<file path="src/rtl/arm_fetch.sv">
// arm_fetch: instruction fetch stage feeding decode. Owns the fetch PC and keeps at most
// one word request outstanding. Returned words are buffered with their PCs in an in-order queue.
module arm_fetch #(
  parameter logic [31:0] RESET_PC   = 32'h0000_0000,
  parameter int          FIFO_DEPTH = 2
) (
  input  logic        clk,
  input  logic        rst,
  output logic        imem_req_valid,
  input  logic        imem_req_ready,
  output logic [31:0] imem_req_addr,
  input  logic        imem_resp_valid,
  input  logic [31:0] imem_resp_data,
  output logic        inst_valid,
  input  logic        inst_ready,
  output logic [31:0] inst,
  output logic [31:0] inst_pc,
  input  logic        redirect_valid,
  input  logic [31:0] redirect_pc,
  input  logic        halt,
  output logic [31:0] fetch_pc
);

  localparam int PTR_W = (FIFO_DEPTH > 1) ? $clog2(FIFO_DEPTH) : 1;
  localparam int CNT_W = PTR_W + 1;
  localparam logic [CNT_W-1:0] DEPTH_CNT = CNT_W'(FIFO_DEPTH);

  typedef enum logic [1:0] {
    S_REQ  = 2'd0,
    S_WAIT = 2'd1,
    S_HALT = 2'd2
  } state_t;

  state_t           state_q, state_d;
  logic [31:0]      fetch_pc_q, fetch_pc_d;
  logic [31:0]      tag_pc_q, tag_pc_d;
  logic             discard_q, discard_d;

  logic [31:0]      q_pc   [FIFO_DEPTH];
  logic [31:0]      q_data [FIFO_DEPTH];
  logic [PTR_W-1:0] rd_ptr_q, wr_ptr_q;
  logic [CNT_W-1:0] count_q;

  logic             has_space, accept, push, pop, flush;

  assign imem_req_addr = fetch_pc_q;
  assign fetch_pc      = fetch_pc_q;
  assign inst          = q_data[rd_ptr_q];
  assign inst_pc       = q_pc[rd_ptr_q];

  always_comb begin
    // NOTE: every signal driven here is defaulted first, so no path can infer a latch.
    state_d    = state_q;
    fetch_pc_d = fetch_pc_q;
    tag_pc_d   = tag_pc_q;
    discard_d  = discard_q;
    push       = 1'b0;
    flush      = 1'b0;

    // Space is judged before any same-cycle pop, so a push can never find the queue full.
    has_space      = count_q < DEPTH_CNT;
    imem_req_valid = (state_q == S_REQ) && has_space && !halt && !rst;
    accept         = imem_req_valid && imem_req_ready;
    inst_valid     = (count_q != '0) && (state_q != S_HALT);

    case (state_q)
      S_REQ: begin
        if (accept) begin
          tag_pc_d   = fetch_pc_q;
          fetch_pc_d = fetch_pc_q + 32'd4;
          state_d    = S_WAIT;
        end
      end
      S_WAIT: begin
        if (imem_resp_valid) begin
          push      = !discard_q;
          discard_d = 1'b0;
          state_d   = S_REQ;
        end
      end
      default: ;
    endcase

    if (state_q != S_HALT) begin
      if (halt) begin
        state_d = S_HALT;
        push    = 1'b0;
      end else if (redirect_valid) begin
        fetch_pc_d = redirect_pc & 32'hFFFF_FFFC;
        flush      = 1'b1;
        push       = 1'b0;
        // A request accepted this cycle, or one still in flight, is wrong-path work.
        if (state_q == S_REQ) discard_d = accept;
        else                  discard_d = !imem_resp_valid;
      end
    end

    pop = inst_valid && inst_ready && !flush;
  end

  // NOTE: sequential state uses non-blocking assignments so every register samples pre-edge values.
  always_ff @(posedge clk) begin
    if (rst) begin
      state_q    <= S_REQ;
      fetch_pc_q <= RESET_PC;
      tag_pc_q   <= '0;
      discard_q  <= 1'b0;
    end else begin
      state_q    <= state_d;
      fetch_pc_q <= fetch_pc_d;
      tag_pc_q   <= tag_pc_d;
      discard_q  <= discard_d;
    end
  end

  always_ff @(posedge clk) begin
    if (rst) begin
      rd_ptr_q <= '0;
      wr_ptr_q <= '0;
      count_q  <= '0;
      // NOTE: queue storage is reset because inst/inst_pc read it directly and must be 0 out of reset.
      for (int i = 0; i < FIFO_DEPTH; i++) begin
        q_pc[i]   <= '0;
        q_data[i] <= '0;
      end
    end else if (flush) begin
      rd_ptr_q <= '0;
      wr_ptr_q <= '0;
      count_q  <= '0;
    end else begin
      if (push) begin
        q_pc[wr_ptr_q]   <= tag_pc_q;
        q_data[wr_ptr_q] <= imem_resp_data;
        wr_ptr_q         <= wr_ptr_q + PTR_W'(1);
      end
      if (pop) rd_ptr_q <= rd_ptr_q + PTR_W'(1);
      if (push && !pop)      count_q <= count_q + CNT_W'(1);
      else if (pop && !push) count_q <= count_q - CNT_W'(1);
    end
  end

endmodule

</file>
<file path="config.mk">
export PLATFORM = sky130hd
export DESIGN_NAME = arm_fetch
export DESIGN_NICKNAME = d
export VERILOG_FILES = /design/src/rtl/arm_fetch.sv
export SDC_FILE = /design/constraint.sdc
export NUM_CORES = 1
export LEC_CHECK = 0
export CORE_MARGIN = 1
export CORE_UTILIZATION = 35
export CTS_CLUSTER_DIAMETER = 120
export DETAILED_ROUTE_END_ITERATION = 10
export PLACE_DENSITY = 0.62
export SLEW_MARGIN = 5
export SYNTH_ARGS = -nofsm -noshare
export SYNTH_HDL_FRONTEND = slang
export SYNTH_SLANG_ARGS = --single-unit
</file>
<file path="constraint.sdc">
create_clock -name clk -period 12.9 [get_ports clk]
set_clock_uncertainty 0.1 [all_clocks]
set_input_delay 3.87 -clock clk [delete_from_list [all_inputs] [get_ports clk]]
set_output_delay 3.87 -clock clk [all_outputs]
set_load 0.1 [all_outputs]
</file>
==> reports/metrics.yaml, run 1 <==
outcome:
  outcome: "finished clean"
clock_network:
  clk_path_buf_depth: 2
  cts_sinks: 192
  cts_resized: 0
  path_clk_slew_ps: 70
  postCtsSetupBuffers: 0
  numCtsBuffers: 17
  root_buffer: "clkbuf_16"
  hold_buffers: 0
  cts_tree: "yes"
  cts.htree.levels: 4
  clk_latency_ps: 420
yosys:
  synth_cells: 800
  seq_area_frac_synth_pct: 56.8
  synthTopCellsByArea: "edfxtp_1 (42%), dfxtp_1 (15%), and2_1 (9.1%)"
  synth_top_area_cell: "edfxtp_1"
  syn_avg_cell_area_um2: 11.2
  yosysUniqueCellTypes: 48
  synth_top_area_share_pct: 41.6
  synth_edf_count: 124
  ys.warnings.count: 0
  async_flop_share_pct: 0
  syn-cell-area_um2: 8950
  ys_ff_latch: 192
  synthFlopType: "edfxtp_1"
drt:
  drt_pre_antenna_iters: 5
  drt_iter0_drc: 433
  wl_per_cell_um: 17.5
  route.detailed.drc: 0
  via_per_inst: 5.02
  vias: 6422
  routed_wl_mm: 22.4
  ant_nets: 0
grt:
  met3_usage_pct: 4.42
  grt_max_degree: 66
  use_met1_pct: 23.4
  grt-ovfl-total: 0
  grt_pass1_vias: 6105
  grt_antenna_before_repair: 1
  grtUsageTotal_pct: 17.3
  use_met2_pct: 27.4
  grt_pass1_wl_mm: 34.7
  top_usage_layer: "met2"
worst_setup_path:
  cpMostUsedCell: "clkdlybuf4s50_1"
  reg2reg_from: "fetch_pc[5]"
  setup.worst_path.end: "imem_req_valid"
  cp.depth: 4
  cp_num_buf_inv: 2
  r2r-end: "fetch_pc[22]"
  required_ps: 8930
  critPathKind: "in -> out"
  crit_chain: "clkdlybuf4s50_1 -> or4_4 -> nor2_1 -> clkdlybuf4s50_1"
  worstSetupStartpointType: "primary input"
  slowest_delay_ps: 1190
  crit_start: "halt"
  worstPathMaxFanout: 6
  rr_worst_depth: 4
  cp_top_family: "buffers and inverters"
  rrSetupSlack_ps: 10340
  end_kind: "primary output"
  crit_arrival_ps: 6440
  critical-path-slowest-cell: "clkdlybuf4s50_1"
timing:
  fin_crit_ps: 10410
  tightest_slew_ps: 1060
  hold_violations: 0
  finalCritPeriodShare_pct: 80.7
  fin_hold_ws_ps: 361
  fin_setup_tns_ps: 0
  worst_slack_ps: 2490
  fmax_mhz: 96.0
  rsz0062_at_grt: "false"
  setup_violations: 0
  max-slew-margin-rel_pct: 29.2
  drv_slew: 0
floorplanning:
  die-area_um2: 26200
  core-area_um2: 25100
  rows: 58
  die-height_um: 162
  start_util_pct: 35.6
  die_x_um: 162
  pin_count: 201
placement:
  place_ws_ps: 2560
  dp_hpwl_mm: 14.3
  io_buffers: 192
  placed_cell_area_um2: 10900
  gp_congestion: 0.831
power_and_ir_drop:
  finalPower_w: 0.00151
  leakagePower_nw: 4.00
  switching_share_pct: 30.3
  powerDensity_nw_per_um2: 131
  peakVddDrop_v: 0.0000753
  power_frac_seq_pct: 45.9
  cell_internal_pwr_w: 0.00105
  p_switching_w: 0.000458
  clkPwrFrac_pct: 36.6
  power_frac_comb_pct: 17.5
min_path:
  worstHoldStart: "tag_pc_q[2]"
  worstHoldPathType: "reg -> reg"
final_layout:
  nNetsFinal: 1008
  multi_input_area_um2: 3410
  regArea_um2: 5090
  postLayoutCellArea_um2: 11500
  drive_gt1_share_pct: 11.7
  area_growth_pct: 28.8
  fill_cells: 2378
run:
  maxCapViolCount: 0
[how the worst min path moves through the flow]
stage              endpoint  slack [ps]  cells past startpoint
5_1_grt         tag_pc_q[8]         380                      2
3_5_place_dp    tag_pc_q[9]         350                      2
4_1_cts         tag_pc_q[9]         360                      2
6_report        tag_pc_q[2]         360                      2
3_3_place_gp   tag_pc_q[18]         350                      2
2_1_floorplan  tag_pc_q[10]         340                      2
[cell type report]
cell class | count | area share (%)
sequential | 192 | 44.2
tap | 330 | 3.58
multi-input combinational | 520 | 29.6
inverter | 4 | 0.130
antenna | 1 | 0.0217
clock buffer | 20 | 4.16
timing repair buffer | 200 | 17.2
clock inverter | 12 | 1.23
[per-stage QoR]
step,util (%),cells
final,45.9,1279
after global routing,45.9,1278
after CTS,45.9,1278
after detailed placement,43.4,1246
after global placement,43.4,1246
after floorplan,-,805
[worst register-to-register path: cells and delay by family (launching register included)]
kind,cells,cell delay (ps)
compound gates,1,250
flops,1,540
simple gates,3,1600
[per-layer routing]
layer,part of all wire [%],up-vias
met5,0,-
met1,46,3046
li1,-,3108
met2,46,253
met4,1.1,0
met3,7.1,15
[state kept, by name (all words and copies together) (netlist names), named ones only]
signal     count
wr_ptr_q       1
q_data        64
tag_pc_q      30
fetch_pc      30
discard_q      1
rd_ptr_q       1
count_q        2
state_q        2
q_pc          60
[power groups by stage]
| stage | logic (W) | clock network (W) | registers, W |
|---|---|---|---|
| floorplan | 0.000157 | 0 | 0.000746 |
| global placement | 0.000265 | 0 | 0.000706 |
| detailed placement | 0.000266 | 0 | 0.000707 |
| CTS | 0.000266 | 0.000566 | 0.000693 |
| global route | 0.000274 | 0.000588 | 0.000696 |
| finish | 0.000265 | 0.000552 | 0.000693 |
[logic make-up after synthesis]
logic type      share of synthesized area, %
flops                                   56.8
mux                                     7.80
fa+ha+maj                              0.280
xor+xnor                                1.27
compound gates                          7.62
other cells                           0.0419
simple gates                            20.6
buf+inv                                 5.58
[cells in the mapped netlist, types with 2 or more instances]
| cell type | n |
|---|---|
| o31ai_1 | 10 |
| a221o_1 | 2 |
| buf_4 | 36 |
| inv_1 | 4 |
| nor4_1 | 3 |
| and2_1 | 130 |
| a21oi_1 | 37 |
| or4b_2 | 2 |
| nand2b_1 | 2 |
| and3_1 | 6 |
| o2111ai_1 | 2 |
| or4_1 | 12 |
| o211ai_1 | 5 |
| or4_4 | 2 |
| nor3_1 | 4 |
| and4_1 | 6 |
| xnor2_1 | 4 |
| or3_1 | 4 |
| buf_1 | 3 |
| nor2b_1 | 3 |
| nor2_1 | 39 |
| xor2_1 | 9 |
| mux2_2 | 62 |
| edfxtp_1 | 124 |
| nand4b_1 | 2 |
| buf_6 | 2 |
| nor3b_1 | 3 |
| a311oi_1 | 15 |
| a2111oi_0 | 2 |
| dfxtp_1 | 68 |
| nand2_1 | 77 |
| nand3_1 | 21 |
| ha_1 | 2 |
| o21ai_0 | 13 |
| clkbuf_1 | 48 |
| nand4_1 | 12 |
| a211oi_1 | 13 |
[placed cells by master (no fill, tap or decap), types with 12 or more instances in the layout]
cell and instances:
clkdlybuf4s50_1 191, and2_1 131, edfxtp_1 124, nand2_1 76, dfxtp_1 67, mux2_2 62, nor2_1 39, a21oi_1 37
nand3_1 21, clkbuf_16 19, a311oi_1 15, a211oi_1 13, nand4_1 12, o21ai_0 12, or4_1 12
Note: power is estimated with default switching activity, not from simulation.
==> inputs of run 2 (changes only) <==
- clock period: 12.9 -> 10.9 ns (I/O delays scaled with it)
==> run 2 against run 1 <==
Worst setup slack worse by 740 ps; design area is 0.16% lower; flip-flop and latch count stayed put; first-iteration DRC count is 9.0% higher; critical endpoint unchanged; largest cell class unchanged; largest power group unchanged.
==> reports/metrics.yaml, run 2 (synthesis gave the netlist of run 1 again) <==
outcome:
  outcome: "finished clean"
final_layout:
  finalNonFillerCells: 1279
  fill_cells: 2392
  nNetsFinal: 1009
  top_regs: "q_data: 64 flops, q_pc: 60 flops"
  final_common_cell: "clkdlybuf4s50_1"
  finish.utilization_pct: 45.8
  regArea_um2: 5090
  largest-register: "q_data"
  layout_common_cells: "clkdlybuf4s50_1 (191), and2_1 (131), edfxtp_1 (124)"
  drive_gt1_share_pct: 12.0
  antenna-diode-count: 0
  area_growth_pct: 28.6
  largest_reg_flops: 64
  multi_input_area_um2: 3410
floorplanning:
  start_util_pct: 35.6
  die-area_um2: 26200
  pin_count: 201
  die_x_um: 162
  core-area_um2: 25100
  die-height_um: 162
  rows: 58
run:
  maxCapViolCount: 0
placement:
  io_buffers: 192
  dp_hpwl_mm: 14.3
  dp.cells: 1247
  place_ws_ps: 1770
  gp_congestion: 0.845
worst_setup_path:
  crit_arrival_ps: 5780
  worstPathMaxFanout: 6
  worstSetupStartpointType: "primary input"
  critPathKind: "in -> out"
  crit_chain: "clkdlybuf4s50_1 -> or4_4 -> nor2_1 -> clkdlybuf4s50_1"
  required_ps: 7530
  slowest_delay_ps: 1170
  critical-path-slowest-cell: "clkdlybuf4s50_1"
  cpMostUsedCell: "clkdlybuf4s50_1"
  end_kind: "primary output"
power_and_ir_drop:
  peakVddDrop_v: 0.0000841
  leakagePower_nw: 4.00
  powerDensity_nw_per_um2: 152
clock_network:
  cts_tree: "yes"
  hold_buffers: 0
  cts_sinks: 192
  cts.htree.levels: 4
  root_buffer: "clkbuf_16"
  cts_resized: 0
  clk_latency_ps: 430
  postCtsSetupBuffers: 0
  clk_path_buf_depth: 2
  numCtsBuffers: 17
  path_clk_slew_ps: 70
drt:
  drt_iter0_drc: 472
  wl_per_cell_um: 17.6
  routed_wl_mm: 22.5
  via_per_inst: 5.04
  drt_pre_antenna_iters: 5
  route.detailed.drc: 0
  vias: 6441
  ant_nets: 0
grt:
  grt_antenna_before_repair: 1
  grt-ovfl-total: 0
  grtUsageTotal_pct: 17.5
  grt_max_degree: 65
  grt_pass1_wl_mm: 35.0
  grt_pass1_vias: 6280
timing:
  finalCritPeriodShare_pct: 84.0
  rsz0062_at_grt: "false"
  drv_slew: 0
  setup_violations: 0
  fin_setup_tns_ps: 0
  max-slew-margin-rel_pct: 26.5
  tightest_slew_ps: 1100
  hold_violations: 0
  worst_slack_ps: 1750
  fmax_mhz: 109
  fin_hold_ws_ps: 359
  fin_crit_ps: 9150
min_path:
  worstHoldPathType: "reg -> reg"
==> run 2: metrics by stage <==
step	power (W)	instance area (µm²)
final	0.00175	11500
after global placement	0.00115	10900
after floorplan	0.00107	8970
after global routing	0.00181	11500
after detailed placement	0.00115	10900
after CTS	0.00177	11500
==> run 2: worst paths after layout <==
path               startpoint  slack, ps              to  cells after the start
hold / removal    tag_pc_q[9]        360     tag_pc_q[9]                      2
setup / recovery         halt       1750  imem_req_valid                      4
hold reg to reg   tag_pc_q[9]        360     tag_pc_q[9]                      2
setup reg to reg   state_q[0]       8350    fetch_pc[20]                      4
==> run 2: final cells by class <==
cell class	instances	area share, %
inverters	4	0.130
clock buffers	18	3.82
well taps	330	3.59
repair buffers	201	17.2
clock inverters	14	1.37
multi-input cells	520	29.6
flip-flops and latches	192	44.2
==> run 2: report_power, final <==
part	internal, W	leakage (nW)	total [W]	switching, W
registers	0.000796	1.84	0.000821	0.0000250
clock network	0.000315	0.292	0.000620	0.000305
logic	0.0000782	1.87	0.000313	0.000235
total	0.00119	4.00	0.00175	0.000565
==> run 2: routing by layer <==
| metal | global-route usage, % | share of wire (%) |
|---|---|---|
| met1 | 23.0 | 45 |
| met2 | 28.5 | 47 |
| met3 | 4.32 | 6.9 |
| met4 | 4.72 | 1.2 |
| met5 | 0 | 0 |
==> run 2: critical path, delay by kind of cell <==
| kind | cells | cell delay [ps] |
|---|---|---|
| and+or+nand+nor | 2 | 790 |
| buffers and inverters | 2 | 1710 |
